===== config.mk =====
export PLATFORM = sky130hd
export DESIGN_NAME = apb_master_bridge
export DESIGN_NICKNAME = d
export VERILOG_FILES = /design/src/rtl/apb_master_bridge.sv
export SDC_FILE = /design/constraint.sdc
export NUM_CORES = 1
export LEC_CHECK = 0
export CORE_ASPECT_RATIO = 1.1
export CORE_MARGIN = 1.5
export CORE_UTILIZATION = 40
export CTS_CLUSTER_SIZE = 20
export DETAILED_ROUTE_END_ITERATION = 6
export PLACE_DENSITY = 0.74
export SYNTH_ARGS = -nofsm -noshare
export SYNTH_HDL_FRONTEND = slang
export SYNTH_SLANG_ARGS = --single-unit

===== constraint.sdc =====
create_clock -name clk -period 2.9 [get_ports clk]
set_input_delay 0.29 -clock clk [delete_from_list [all_inputs] [get_ports clk]]
set_output_delay 0.29 -clock clk [all_outputs]
set_load 0.1 [all_outputs]

===== src/rtl/apb_master_bridge.sv =====
// -----------------------------------------------------------------------------
// apb_master_bridge
//
// Upstream feeder for the APB memory-controller slave. Simple valid/ready
// read/write requests are buffered in a small FIFO and issued in order as APB
// SETUP/ACCESS transfers. Each completed transfer produces a one-cycle response
// pulse, with read data for reads.
//
// Optional feature macro: APB_MASTER_PREADY_EN
//   defined   : adds input pready. ACCESS is held while pready=0, and reads
//               sample prdata in ACCESS itself (CAPTURE is never entered).
//   undefined : no pready port; slave assumed zero-wait. Read data arrives from
//               the registered slave one cycle after ACCESS (CAPTURE state).
//
// Ports
//   clk        in   1           clock, all logic on posedge
//   rst_n      in   1           asynchronous active-low reset
//   req_valid  in   1           request present
//   req_ready  out  1           FIFO not full; transfer when valid&ready
//   req_addr   in   ADDR_WIDTH  request address
//   req_wdata  in   DATA_WIDTH  write data (ignored for reads)
//   req_write  in   1           1=write, 0=read
//   rsp_valid  out  1           one-cycle pulse: transfer completed
//   rsp_write  out  1           kind of completed transfer
//   rsp_rdata  out  DATA_WIDTH  read data; held until next read response
//   busy       out  1           FIFO non-empty or FSM not IDLE
//   paddr      out  ADDR_WIDTH  APB address
//   pwdata     out  DATA_WIDTH  APB write data
//   pwrite     out  1           APB direction
//   psel       out  1           APB select
//   penable    out  1           APB enable
//   prdata     in   DATA_WIDTH  APB read data from slave
//   pready     in   1           APB ready (APB_MASTER_PREADY_EN only)
// -----------------------------------------------------------------------------
module apb_master_bridge #(
  parameter int DATA_WIDTH = 32,
  parameter int ADDR_WIDTH = 8,
  parameter int FIFO_DEPTH = 4
) (
  input  logic                  clk,
  input  logic                  rst_n,
  input  logic                  req_valid,
  output logic                  req_ready,
  input  logic [ADDR_WIDTH-1:0] req_addr,
  input  logic [DATA_WIDTH-1:0] req_wdata,
  input  logic                  req_write,
  output logic                  rsp_valid,
  output logic                  rsp_write,
  output logic [DATA_WIDTH-1:0] rsp_rdata,
  output logic                  busy,
  output logic [ADDR_WIDTH-1:0] paddr,
  output logic [DATA_WIDTH-1:0] pwdata,
  output logic                  pwrite,
  output logic                  psel,
  output logic                  penable,
  input  logic [DATA_WIDTH-1:0] prdata
`ifdef APB_MASTER_PREADY_EN
  ,
  input  logic                  pready
`endif
);

  localparam int PTR_W = $clog2(FIFO_DEPTH);
  localparam int CNT_W = PTR_W + 1;
  localparam logic [CNT_W-1:0] CNT_FULL = CNT_W'(FIFO_DEPTH);

  typedef enum logic [1:0] {
    ST_IDLE    = 2'd0,
    ST_SETUP   = 2'd1,
    ST_ACCESS  = 2'd2,
    ST_CAPTURE = 2'd3
  } state_t;

  // ---------------------------------------------------------------------------
  // Request FIFO
  // ---------------------------------------------------------------------------
  logic [ADDR_WIDTH-1:0] fifo_addr_q  [FIFO_DEPTH];
  logic [DATA_WIDTH-1:0] fifo_wdata_q [FIFO_DEPTH];
  logic [FIFO_DEPTH-1:0] fifo_write_q;

  logic [PTR_W-1:0] wr_ptr_q, wr_ptr_d;
  logic [PTR_W-1:0] rd_ptr_q, rd_ptr_d;
  logic [CNT_W-1:0] count_q, count_d;

  logic fifo_empty;
  logic fifo_full;
  logic push;
  logic pop;

  assign fifo_empty = (count_q == '0);
  assign fifo_full  = (count_q == CNT_FULL);

  // Ready comes from the registered count only, so a pop in a full cycle does
  // not open the slot until the following cycle.
  assign req_ready = !fifo_full;
  assign push      = req_valid && req_ready;

  always_comb begin
    wr_ptr_d = wr_ptr_q;
    rd_ptr_d = rd_ptr_q;
    count_d  = count_q;
    // Power-of-two depth: pointers wrap by natural overflow.
    if (push) wr_ptr_d = wr_ptr_q + PTR_W'(1);
    if (pop)  rd_ptr_d = rd_ptr_q + PTR_W'(1);
    count_d = count_q + CNT_W'(push) - CNT_W'(pop);
  end

  always_ff @(posedge clk or negedge rst_n) begin
    if (!rst_n) begin
      wr_ptr_q <= '0;
      rd_ptr_q <= '0;
      count_q  <= '0;
    end else begin
      wr_ptr_q <= wr_ptr_d;
      rd_ptr_q <= rd_ptr_d;
      count_q  <= count_d;
    end
  end

  // Storage needs no reset: entries are only read when count says they are valid.
  always_ff @(posedge clk) begin
    if (push) begin
      fifo_addr_q[wr_ptr_q]  <= req_addr;
      fifo_wdata_q[wr_ptr_q] <= req_wdata;
      fifo_write_q[wr_ptr_q] <= req_write;
    end
  end

  // ---------------------------------------------------------------------------
  // APB transfer FSM
  // ---------------------------------------------------------------------------
  state_t                state_q, state_d;
  logic [ADDR_WIDTH-1:0] paddr_q, paddr_d;
  logic [DATA_WIDTH-1:0] pwdata_q, pwdata_d;
  logic                  pwrite_q, pwrite_d;
  logic                  psel_q, psel_d;
  logic                  penable_q, penable_d;
  logic                  rsp_valid_q, rsp_valid_d;
  logic                  rsp_write_q, rsp_write_d;
  logic [DATA_WIDTH-1:0] rsp_rdata_q, rsp_rdata_d;

  always_comb begin
    state_d     = state_q;
    paddr_d     = paddr_q;
    pwdata_d    = pwdata_q;
    pwrite_d    = pwrite_q;
    psel_d      = psel_q;
    penable_d   = penable_q;
    rsp_valid_d = 1'b0;
    rsp_write_d = rsp_write_q;
    rsp_rdata_d = rsp_rdata_q;
    pop         = 1'b0;

    case (state_q)
      ST_IDLE: begin
        if (!fifo_empty) begin
          pop       = 1'b1;
          paddr_d   = fifo_addr_q[rd_ptr_q];
          pwdata_d  = fifo_wdata_q[rd_ptr_q];
          pwrite_d  = fifo_write_q[rd_ptr_q];
          psel_d    = 1'b1;
          penable_d = 1'b0;
          state_d   = ST_SETUP;
        end
      end

      ST_SETUP: begin
        penable_d = 1'b1;
        state_d   = ST_ACCESS;
      end

      ST_ACCESS: begin
`ifdef APB_MASTER_PREADY_EN
        // Wait states: hold psel/penable and the address phase until pready.
        if (pready) begin
          psel_d      = 1'b0;
          penable_d   = 1'b0;
          rsp_valid_d = 1'b1;
          rsp_write_d = pwrite_q;
          if (!pwrite_q) rsp_rdata_d = prdata;
          state_d     = ST_IDLE;
        end
`else
        psel_d    = 1'b0;
        penable_d = 1'b0;
        if (pwrite_q) begin
          rsp_valid_d = 1'b1;
          rsp_write_d = 1'b1;
          state_d     = ST_IDLE;
        end else begin
          // The slave registers its read data, so it is only visible next cycle.
          state_d = ST_CAPTURE;
        end
`endif
      end

      ST_CAPTURE: begin
        rsp_rdata_d = prdata;
        rsp_valid_d = 1'b1;
        rsp_write_d = 1'b0;
        state_d     = ST_IDLE;
      end

      default: begin
        psel_d    = 1'b0;
        penable_d = 1'b0;
        state_d   = ST_IDLE;
      end
    endcase
  end

  always_ff @(posedge clk or negedge rst_n) begin
    if (!rst_n) begin
      state_q     <= ST_IDLE;
      paddr_q     <= '0;
      pwdata_q    <= '0;
      pwrite_q    <= 1'b0;
      psel_q      <= 1'b0;
      penable_q   <= 1'b0;
      rsp_valid_q <= 1'b0;
      rsp_write_q <= 1'b0;
      rsp_rdata_q <= '0;
    end else begin
      state_q     <= state_d;
      paddr_q     <= paddr_d;
      pwdata_q    <= pwdata_d;
      pwrite_q    <= pwrite_d;
      psel_q      <= psel_d;
      penable_q   <= penable_d;
      rsp_valid_q <= rsp_valid_d;
      rsp_write_q <= rsp_write_d;
      rsp_rdata_q <= rsp_rdata_d;
    end
  end

  assign paddr     = paddr_q;
  assign pwdata    = pwdata_q;
  assign pwrite    = pwrite_q;
  assign psel      = psel_q;
  assign penable   = penable_q;
  assign rsp_valid = rsp_valid_q;
  assign rsp_write = rsp_write_q;
  assign rsp_rdata = rsp_rdata_q;
  assign busy      = !fifo_empty || (state_q != ST_IDLE);

endmodule

==> key figures <==
Logic synthesis
  • Mux cell area share after synthesis: 0.140
  • Syn Area/Cell: 18.0 um^2
  • Ys Warns: 0
  • Post-synthesis simple-gate area fraction: 0.0589
  • Area contributors post-synth: edfxtp_1 (53%), dfrtp_1 (23%), mux4_2 (9.9%)
  • Post-synth top area cell: edfxtp_1
  • Gate Count Post-Synth: 519
  • XOR/XNOR share of the synthesized area: 0.00468
  • Largest family of logic cells by synthesized area: multiplexers
  • Sequential share of the synthesized area: 0.757
  • Compound-Gate Fraction of Synth Area: 0.00723
  • Share of the synthesized area in the top cell type: 0.527
  • Syn_nets: 607
  • Seq cells post-synth: 250
  • Post-Synth Adder-Cell Area: 0.0169
  • Cell Area, Synth: 9350 um^2
  • Synth unique cells: 29

Floorplanning
  • Site Rows: 58
  • Core area: 22900 um^2
  • Die Y: 163 um
  • Die ar.: 24300 um^2
  • Initial Util: 0.408
  • # IOs: 155
  • Die width: 149 um

Layout
  • Area Overhead vs Synth: 27.6%
  • Layout cells sized above 1: 0.302
  • Diodes inserted: 0
  • Nets: 776

Setup path
  • CP Data Required Time: 2.61 ns
  • FF-to-FF path depth: 10
  • CP max FO: 7
  • FF-to-FF End: count_q[2]
  • FF-to-FF Start: count_q[1]
  • Crit Path Category: reg -> out
  • Largest stage delay, worst path: 0.61 ns
  • CP Cell Sequence: inv_1, ha_1, or4b_1, buf_4
  • Critical path endpoint category: primary output
  • CP arrival: 2.25 ns
  • CP startpoint: state_q[0]
  • R2R Setup Slk: 0.52 ns
  • CP max stage cell: or4b_1
  • CP startpoint kind: register
  • WP buf/inv: 2
  • Crit-path leading delay family: simple AND/OR/NAND/NOR gates

Job
  • Maxcap violations: 0

Clock network
  • Setup repair bufs after CTS: 0
  • Root buffer cell: clkbuf_16
  • Num CTS Buffers: 25
  • H-Tree Depth: 1
  • Worst-skew pair later-pin latency: 0.51 ns
  • Largest buffer count on any clock path: 3
  • CTS tree: yes
  • Clock sink total: 250
  • Reg clk slew, reported paths: 0.06 ns

Drt
  • Met1 Wirelength: 7.41 mm
  • DR iter-0 viols: 223
  • WL/cell: 17.7 um
  • Detail Route Antenna Nets: 0
  • Met2 WL: 8.74 mm
  • DRT Wirelength: 17.8 mm
  • Drt first pass iters: 4
  • Via Count: 4901
  • Met3 wire len: 1.31 mm
  • DR top layer: met4
  • Residual DRC count: 0
  • DR vias/cell: 4.87

Placed design
  • Port Buffers: 154
  • Detailed placement HPWL: 11.0 mm
  • RePlAce Congestion: 0.731

STA
  • Final Hold Violating Endpoints: 0
  • Max Slew Vio Count: 0
  • Final worst path period share: 0.875
  • Skew final: 0.0127 ns
  • Post-layout min period: 2.54 ns
  • Unrepaired setup endpoints after global routing: false
  • Setup TNS: 0 ns
  • Setup violations, final: 0
  • Worst slew pin tran: 0.735 ns
  • Worst slew margin: 0.510
  • FMAX: 394 MHz

Global routing
  • Vias in the first global route: 5290
  • Global-route wire length before repair: 27.7 mm
  • Congestion Overflow GR: 0
  • Largest net degree at the start of global routing: 53
  • Initial antenna violation count: 1
  • Tot GR Track Use: 0.147

Run status
  • Outcome: complete, no violations

Worst hold path
  • Hold WC Path Type: in -> async
## state kept, by name (all words and copies together) (netlist names)
name	flops
count_q	3
fifo_addr_q	32
fifo_wdata_q	128
fifo_write_q	4
paddr	8
penable	1
psel	1
pwdata	32
pwrite	1
rd_ptr_q	2
rsp_rdata	32
rsp_valid	1
rsp_write	1
state_q	2
wr_ptr_q	2
## kinds of logic after synthesis
kind of cell               after synthesis
muxes                                   75
DFF                                    250
xor gates and xnor gates                 5
and+or+nand+nor                        136
adders and majority gates               12
AOI/OAI and AO/OA                        9
buffers and inverters                   32
## worst max-delay path by stage
stage | slack (ns) | cells past startpoint | to
floorplan | 0.41 | 12 | count_q[2]
global placement | 0.59 | 10 | count_q[2]
detailed placement | 0.52 | 10 | count_q[2]
CTS | 0.33 | 4 | busy
global route | 0.27 | 4 | busy
finish | 0.36 | 4 | busy
## per-stage QoR
step | instance area, um^2 | cells | utilization | hold slack [ns] | setup WS [ns]
after floorplan | 9350 | 519 | - | -0.00559 | 0.415
after CTS | 11900 | 1006 | 0.520 | 0.376 | 0.333
after detailed placement | 11100 | 960 | 0.485 | 0.409 | 0.516
final | 11900 | 1006 | 0.520 | 0.396 | 0.363
after global placement | 11100 | 960 | 0.485 | 0.388 | 0.587
after global routing | 11900 | 1006 | 0.520 | 0.380 | 0.273
## repair_timing
item / CTS / global route
hold buffers: 1 / 0
hold endpoints to repair: 51 / 0
resized for setup: 0 / 0
## synth_stat cells
cell / n
buf_2: 7
nor3b_1: 1
o31ai_4: 1
buf_4: 4
or4b_1: 1
a21o_1: 1
mux2_4: 1
fa_1: 1
clkbuf_1: 10
edfxtp_1: 164
inv_1: 8
o21ai_1: 1
inv_2: 1
mux2_1: 1
nand2_1: 125
nor2b_1: 1
o21ai_0: 2
xnor2_1: 5
mux4_2: 41
o21ai_2: 1
and3_2: 4
nor2_1: 2
or3b_4: 1
mux2_2: 32
and2_4: 1
dfrtp_1: 86
buf_1: 2
ha_1: 11
a21oi_1: 3
## worst reg2reg max path, stage by stage (launching register included)
cell and delay (ns):
dfrtp_1 0.47, or3b_4 0.44, and2_4 0.19, inv_1 0.06, ha_1 0.22, inv_1 0.06
ha_1 0.13, inv_1 0.05, fa_1 0.37, xnor2_1 0.14, xnor2_1 0.13
## final cells by class
cell class	count	area, um^2
clock buffers	33	686
clock inverters	12	120
fillers	1865	11000
inverters	9	33.8
multi-input cells	237	2130
flip-flops and latches	250	7080
well taps	300	375
repair buffers	165	1500
## layout by cell type (no fill, tap or decap), types with 3 or more instances in the layout
cell type,netlist,final
mux2_2,32,32
and3_2,4,4
mux4_2,41,41
ha_1,11,11
buf_12,0,6
clkinv_2,0,5
nand2_1,125,125
clkbuf_16,0,25
buf_4,4,84
edfxtp_1,164,164
clkdlybuf4s50_1,0,74
clkbuf_1,10,5
inv_1,8,8
clkbuf_8,0,3
dfrtp_1,86,84
xnor2_1,5,5
a21oi_1,3,3
## metal layers
layer / track usage / vias to the layer above
li1: - / 2249
met1: 0.185 / 2471
met2: 0.255 / 160
met3: 0.0358 / 21
met4: 0.0401 / 0
met5: 0 / -
Power is not shown: default switching activity piles up to over one toggle a cycle in this logic, so the estimate is an artifact.
